[src/rtl/piradip_trigger_capture_if.sv]
// piradip_trigger_capture_if: control, trigger and readback signals of the trigger capture block
`timescale 1ns/1ps
interface piradip_trigger_capture_if #(
   parameter int N_TRIGGER     = 8,
   parameter int COUNTER_WIDTH = 32
);
   localparam int RSW = (N_TRIGGER > 1) ? $clog2(N_TRIGGER) : 1;
   logic [N_TRIGGER-1:0]     trig_in;
   logic [N_TRIGGER-1:0]     chan_en;
   logic                     arm;
   logic [COUNTER_WIDTH-1:0] timeout;
   logic                     busy;
   logic                     done;
   logic                     complete;
   logic                     timed_out;
   logic [N_TRIGGER-1:0]     captured;
   logic [N_TRIGGER-1:0]     multi_hit;
   logic [RSW-1:0]           rd_sel;
   logic [COUNTER_WIDTH-1:0] rd_timestamp;
   modport master (
      output trig_in, chan_en, arm, timeout, rd_sel,
      input  busy, done, complete, timed_out, captured, multi_hit, rd_timestamp
   );
   modport slave (
      input  trig_in, chan_en, arm, timeout, rd_sel,
      output busy, done, complete, timed_out, captured, multi_hit, rd_timestamp
   );
endinterface

[src/rtl/piradip_trigger_capture.sv]
// piradip_trigger_capture: timestamps the first rising edge per trigger channel relative to an arm pulse
`timescale 1ns/1ps
module piradip_trigger_capture #(
   parameter int N_TRIGGER     = 8,
   parameter int COUNTER_WIDTH = 32,
   parameter int SYNC_STAGES   = 2
) (
   input logic clk,
   input logic rstn,
   piradip_trigger_capture_if.slave bus
);
   typedef enum logic [1:0] {IDLE, ARMED, DONE} state_t;
   state_t                   r_state;
   logic [N_TRIGGER-1:0]     r_sync [SYNC_STAGES];
   logic [N_TRIGGER-1:0]     r_prev, r_en, r_cap, r_mh;
   logic [COUNTER_WIDTH-1:0] r_cnt, r_to;
   logic [COUNTER_WIDTH-1:0] r_ts [N_TRIGGER];
   logic                     r_busy, r_done, r_cmp, r_tmo;
   logic [N_TRIGGER-1:0]     w_rise, w_new, w_rep, w_cap_nx;
   logic                     w_all, w_tmo;

   assign w_rise   = r_sync[SYNC_STAGES-1] & ~r_prev;
   assign w_new    = r_en & w_rise & ~r_cap;
   assign w_rep    = r_en & w_rise & r_cap;
   assign w_cap_nx = r_cap | w_new;
   assign w_all    = (w_cap_nx & r_en) == r_en;
   assign w_tmo    = (|r_to && r_cnt == r_to) || &r_cnt;

   assign bus.busy         = r_busy;
   assign bus.done         = r_done;
   assign bus.complete     = r_cmp;
   assign bus.timed_out    = r_tmo;
   assign bus.captured     = r_cap;
   assign bus.multi_hit    = r_mh;
   assign bus.rd_timestamp = (int'(bus.rd_sel) < N_TRIGGER) ? r_ts[bus.rd_sel] : '0;

   // synchronize the asynchronous triggers and keep the previous level for edge detection in every state
   always_ff @(posedge clk) begin
      if (!rstn) begin
         for (int s = 0; s < SYNC_STAGES; s++) r_sync[s] <= '0;
         r_prev <= '0;
      end else begin
         r_sync[0] <= bus.trig_in;
         for (int s = 1; s < SYNC_STAGES; s++) r_sync[s] <= r_sync[s-1];
         r_prev <= r_sync[SYNC_STAGES-1];
      end
   end

   // capture FSM: arm restarts everything, ARMED records first edges until all enabled channels hit or the window ends
   always_ff @(posedge clk) begin
      if (!rstn) begin
         r_state <= IDLE;
         r_busy  <= 1'b0;
         r_done  <= 1'b0;
         r_cmp   <= 1'b0;
         r_tmo   <= 1'b0;
         r_cnt   <= '0;
         r_to    <= '0;
         r_en    <= '0;
         r_cap   <= '0;
         r_mh    <= '0;
         for (int i = 0; i < N_TRIGGER; i++) r_ts[i] <= '0;
      end else if (bus.arm) begin
         r_state <= ARMED;
         r_busy  <= 1'b1;
         r_done  <= 1'b0;
         r_cmp   <= 1'b0;
         r_tmo   <= 1'b0;
         r_cnt   <= '0;
         r_to    <= bus.timeout;
         r_en    <= bus.chan_en;
         r_cap   <= '0;
         r_mh    <= '0;
         for (int i = 0; i < N_TRIGGER; i++) r_ts[i] <= '0;
      end else begin
         r_done <= 1'b0;
         case (r_state)
            ARMED: begin
               r_cnt <= &r_cnt ? r_cnt : r_cnt + 1'b1;
               r_cap <= w_cap_nx;
               r_mh  <= r_mh | w_rep;
               for (int i = 0; i < N_TRIGGER; i++) if (w_new[i]) r_ts[i] <= r_cnt;
               if (w_all || w_tmo) begin
                  r_state <= DONE;
                  r_busy  <= 1'b0;
                  r_done  <= 1'b1;
                  r_cmp   <= w_all;
                  r_tmo   <= !w_all;
               end
            end
            DONE: r_mh <= r_mh | w_rep;
            default: ;
         endcase
      end
   end
endmodule

[src/flat_wrapper.sv]
// flat-port wrapper written by rule: the top's interface ports become plain ports
module piradip_trigger_capture_flat 
#(
   parameter int N_TRIGGER     = 8,
   parameter int COUNTER_WIDTH = 32,
   parameter int SYNC_STAGES   = 2
)
  (clk, rstn, bus_trig_in, bus_chan_en, bus_arm, bus_timeout, bus_rd_sel, bus_busy, bus_done, bus_complete, bus_timed_out, bus_captured, bus_multi_hit, bus_rd_timestamp);
  piradip_trigger_capture_if #(.N_TRIGGER(N_TRIGGER), .COUNTER_WIDTH(COUNTER_WIDTH)) bus_i ();
  input logic clk;
  input logic rstn;
  input wire logic [$bits(bus_i.trig_in)-1:0] bus_trig_in;
  input wire logic [$bits(bus_i.chan_en)-1:0] bus_chan_en;
  input wire logic [$bits(bus_i.arm)-1:0] bus_arm;
  input wire logic [$bits(bus_i.timeout)-1:0] bus_timeout;
  input wire logic [$bits(bus_i.rd_sel)-1:0] bus_rd_sel;
  output wire logic [$bits(bus_i.busy)-1:0] bus_busy;
  output wire logic [$bits(bus_i.done)-1:0] bus_done;
  output wire logic [$bits(bus_i.complete)-1:0] bus_complete;
  output wire logic [$bits(bus_i.timed_out)-1:0] bus_timed_out;
  output wire logic [$bits(bus_i.captured)-1:0] bus_captured;
  output wire logic [$bits(bus_i.multi_hit)-1:0] bus_multi_hit;
  output wire logic [$bits(bus_i.rd_timestamp)-1:0] bus_rd_timestamp;
  assign bus_i.trig_in = bus_trig_in;
  assign bus_i.chan_en = bus_chan_en;
  assign bus_i.arm = bus_arm;
  assign bus_i.timeout = bus_timeout;
  assign bus_i.rd_sel = bus_rd_sel;
  assign bus_busy = bus_i.busy;
  assign bus_done = bus_i.done;
  assign bus_complete = bus_i.complete;
  assign bus_timed_out = bus_i.timed_out;
  assign bus_captured = bus_i.captured;
  assign bus_multi_hit = bus_i.multi_hit;
  assign bus_rd_timestamp = bus_i.rd_timestamp;
  piradip_trigger_capture #(.N_TRIGGER(N_TRIGGER), .COUNTER_WIDTH(COUNTER_WIDTH), .SYNC_STAGES(SYNC_STAGES)) u_core (.clk(clk), .rstn(rstn), .bus(bus_i));
endmodule
[config.mk]
export PLATFORM = sky130hd
export DESIGN_NAME = piradip_trigger_capture_flat
export DESIGN_NICKNAME = d
export VERILOG_FILES = /design/src/rtl/piradip_trigger_capture_if.sv /design/src/rtl/piradip_trigger_capture.sv /design/src/flat_wrapper.sv
export SDC_FILE = /design/constraint.sdc
export NUM_CORES = 1
export LEC_CHECK = 0
export BUFFER_PORTS_ARGS = -buffer_cell sky130_fd_sc_hd__buf_4
export CAP_MARGIN = 30
export CORE_ASPECT_RATIO = 0.5
export CORE_MARGIN = 2
export CORE_UTILIZATION = 65
export DETAILED_ROUTE_END_ITERATION = 8
export GPL_TIMING_DRIVEN = 0
export PLACE_DENSITY = 0.95
export SYNTH_ARGS = -nofsm -noshare
export SYNTH_HDL_FRONTEND = slang
export SYNTH_SLANG_ARGS = --single-unit
[constraint.sdc]
create_clock -name clk -period 6.8 [get_ports clk]
set_input_delay 1.36 -clock clk [delete_from_list [all_inputs] [get_ports clk]]
set_output_delay 1.36 -clock clk [all_outputs]
set_load 0.05 [all_outputs]
==> metrics.txt <==
Post-synth EDFFs=224; Top Ports=106; setup_tns=0 ns; GRT overflow=0; 1st-iter DRT viols=1,798; DR vias/cell=6.60; clock-pin slew on the worst setup and hold paths=0.06 ns; Max Cap Violations=0; CP most frequent cell=clkbuf_1; Fill cells=1,352; first-pass detailed-route iteration total=6; final setup vio count=0; number of buffers on the longest clock path=3; synthesized area=0.0165 sq mm; Final #Nets=1,506; Slew Viols, Final=0; Synth Warn #=0; fin cells=1,819; vias in the first global route=12,100; drt total wl=46.9 mm; worst hold start=u_core.r_sync[0][7]; Hold/Removal Path Class=reg2reg; Antenna diodes=0; Seq cells post-synth=373; Reg power frac=52.3%; Gate power share=7.9%; proportion of layout cells with a drive suffix above 1=20.4%; internal power=3660 uW; Clk network pwr share=39.8%; # resized after CTS=0; Synth area leader=edfxtp_1; crit path launch type=primary input; fraction of registers with async set/reset=0%; Synth top area share=40.7%; die area=0.0268 sq mm; status=finished clean; slowest stage delay, CP=0.75 ns; FP Rows=41; initial antenna violation count=1; post-route ant nets=0; Area growth, synth to finish=14.9%; Tmin final=4.93 ns; number of remaining DRC errors=0; syn_area_per_cell=12.7 sq um; Worst Path Required=5.44 ns; Pleak=0.00730 uW; Placer Congestion=0.905; crit-path leading delay family=buffers and inverters; Cell variety after synth=52; initial core utilization=65.8%; Setup crit start=bus_rd_sel[1]; CP Cell Sequence=clkbuf_1 > clkbuf_1 > mux4_2 > mux2_2 > buf_4; first-pass GRT wire length=70.0 mm; WS Path Type=in2out; Max rail drop VDD=0.179 mV; switching pwr=1130 uW; top post-synthesis cells by area=edfxtp_1, dfxtp_1, mux4_2; Post-CTS Setup Repair Bufs=0; RR Startpoint=u_core.bus.busy; H-tree Lvls=2; Slew HR=27.0%; pwr dens=252 mW/mm^2; Num CTS Buffers=34; WL per Instance=25.8 microns; Clock Sinks=373; DIE HEIGHT=117 microns; Post-synth top flop=edfxtp_1; core box area=0.0251 sq mm; routed vias=12,000; CTS tree=yes; largest net degree at the start of global routing=33; final hold viol count=0; Synth Instances=1,305; Slowest cell on crit path=clkbuf_1; total global-route track usage=35.2%; DPL Wire Length=30.7 mm; Setup crit end kind=primary output; Clock Skews=0.0271 ns; Max Freq=0.203 GHz; later-pin clock latency in the skew report=0.55 ns; Post-CTS Hold Buffers=0; syn_nets=1,361; Placed Cells=1,757; cell chosen for the clock root=clkbuf_16; crit-path max FO=10; fin crit share=72.5%; Worst Path Arrival=3.57 ns; Port Buffer Count=101; RSZ-0062 raised after global routing=false; Slew @ Worst Pin=1.09 ns; CP bufs+invs=3; register area share after synthesis=58.8%; sw frac=23.6%; Die Wd=229 microns
-- logic make-up after synthesis --
kind of cell	after synthesis	synth area share [%]
mux	136	13.3
flops	373	58.8
xor+xnor	57	3.02
simple gates	544	19.0
fa+ha+maj	2	0.151
buf+inv	117	2.84
compound gates	76	2.86
-- layer usage --
layer  share of wire (%)  global-route usage [%]
met1                  35                    44.5
met2                  45                    55.9
met3                  15                    11.7
met4                 4.8                    17.3
met5                   0                       0
-- through the flow --
stage	utilization (%)	total power [uW]	cell area (sq um)	hold slack, ns	setup WS (ns)
final	75.7	4790	19000	0.431	1.87
after global routing	75.7	4870	19000	0.447	1.88
after CTS	75.6	4760	19000	0.433	1.85
after detailed placement	71.3	2920	17900	0.418	1.94
after global placement	70.6	2890	17700	0.415	0.500
after floorplan	-	2780	16500	0.412	2.48
-- power by group through the flow --
stage               combinational [uW]  clock [uW]  sequential [uW]
global route                       397        1970             2510
global placement                   349           0             2540
CTS                                375        1880             2500
detailed placement                 371           0             2550
finish                             381        1910             2500
floorplan                          242           0             2540
-- placed cells by master (no fill, tap or decap), types with 47 or more instances in the layout --
master and instances:
nor2b_1 49, a21oi_1 47, nand2_1 84, dfxtp_1 149, edfxtp_1 224, mux4_2 64, xor2_1 47, and2_1 230
nor2_1 49, buf_4 103, clkbuf_1 89
-- final cells by class --
class	instances	area, sq um	share of cell area [%]
clock buffer	46	970	5.11
timing repair buffer	109	908	4.79
clock inverter	15	100	0.527
tap	344	430	2.27
multi-input combinational	815	6390	33.7
buffer	109	439	2.31
inverter	8	30.0	0.158
sequential	373	9710	51.2
-- path summary, 6_finish.rpt --
path | cells past startpoint | endpoint | slack, ns
setup reg to reg | 5 | u_core.r_ts[3][20] | 3.54
hold / removal | 1 | u_core.r_sync[0][15] | 0.43
setup / recovery | 5 | bus_rd_timestamp[9] | 1.87
hold reg to reg | 1 | u_core.r_sync[0][15] | 0.43
-- worst register-to-register path: stages (launching register included) --
cell and delay (ns):
dfxtp_1 0.42, ha_1 0.38, nand2_4 0.17, nor3_1 0.36, clkbuf_1 0.55, nand2b_2 0.97
-- cell usage after synthesis (2+ instances only) --
| library cell | n |
|---|---|
| a21oi_1 | 47 |
| inv_1 | 6 |
| nand4_1 | 13 |
| and3_1 | 8 |
| nor2b_1 | 49 |
| nor3b_1 | 13 |
| dfxtp_1 | 149 |
| xor2_1 | 47 |
| buf_4 | 2 |
| nor4_1 | 46 |
| ha_1 | 2 |
| and2_1 | 230 |
| clkbuf_1 | 83 |
| a31oi_1 | 9 |
| nor2_1 | 49 |
| edfxtp_1 | 224 |
| nand2_1 | 84 |
| or2_1 | 2 |
| buf_2 | 15 |
| o31ai_1 | 3 |
| xnor2_1 | 10 |
| clkbuf_2 | 3 |
| mux4_2 | 64 |
| nor3_2 | 5 |
| mux2_2 | 32 |
| mux2i_1 | 40 |
| nor3_1 | 7 |
| and4_1 | 5 |
| or3_1 | 6 |
| o21a_1 | 3 |
| o21ai_0 | 6 |
| nand2b_1 | 5 |
| buf_1 | 6 |
| nand3_1 | 14 |
-- sequential cells by signal, summed over array words and instances (netlist names) --
signal	count
u_core.bus.busy	1
u_core.bus.captured	8
u_core.bus.complete	1
u_core.bus.done	1
u_core.bus.multi_hit	8
u_core.bus.timed_out	1
u_core.r_cnt	32
u_core.r_en	8
u_core.r_prev	8
u_core.r_state	1
u_core.r_sync	16
u_core.r_to	32
u_core.r_ts	256
(Power assumes the default switching activity.)
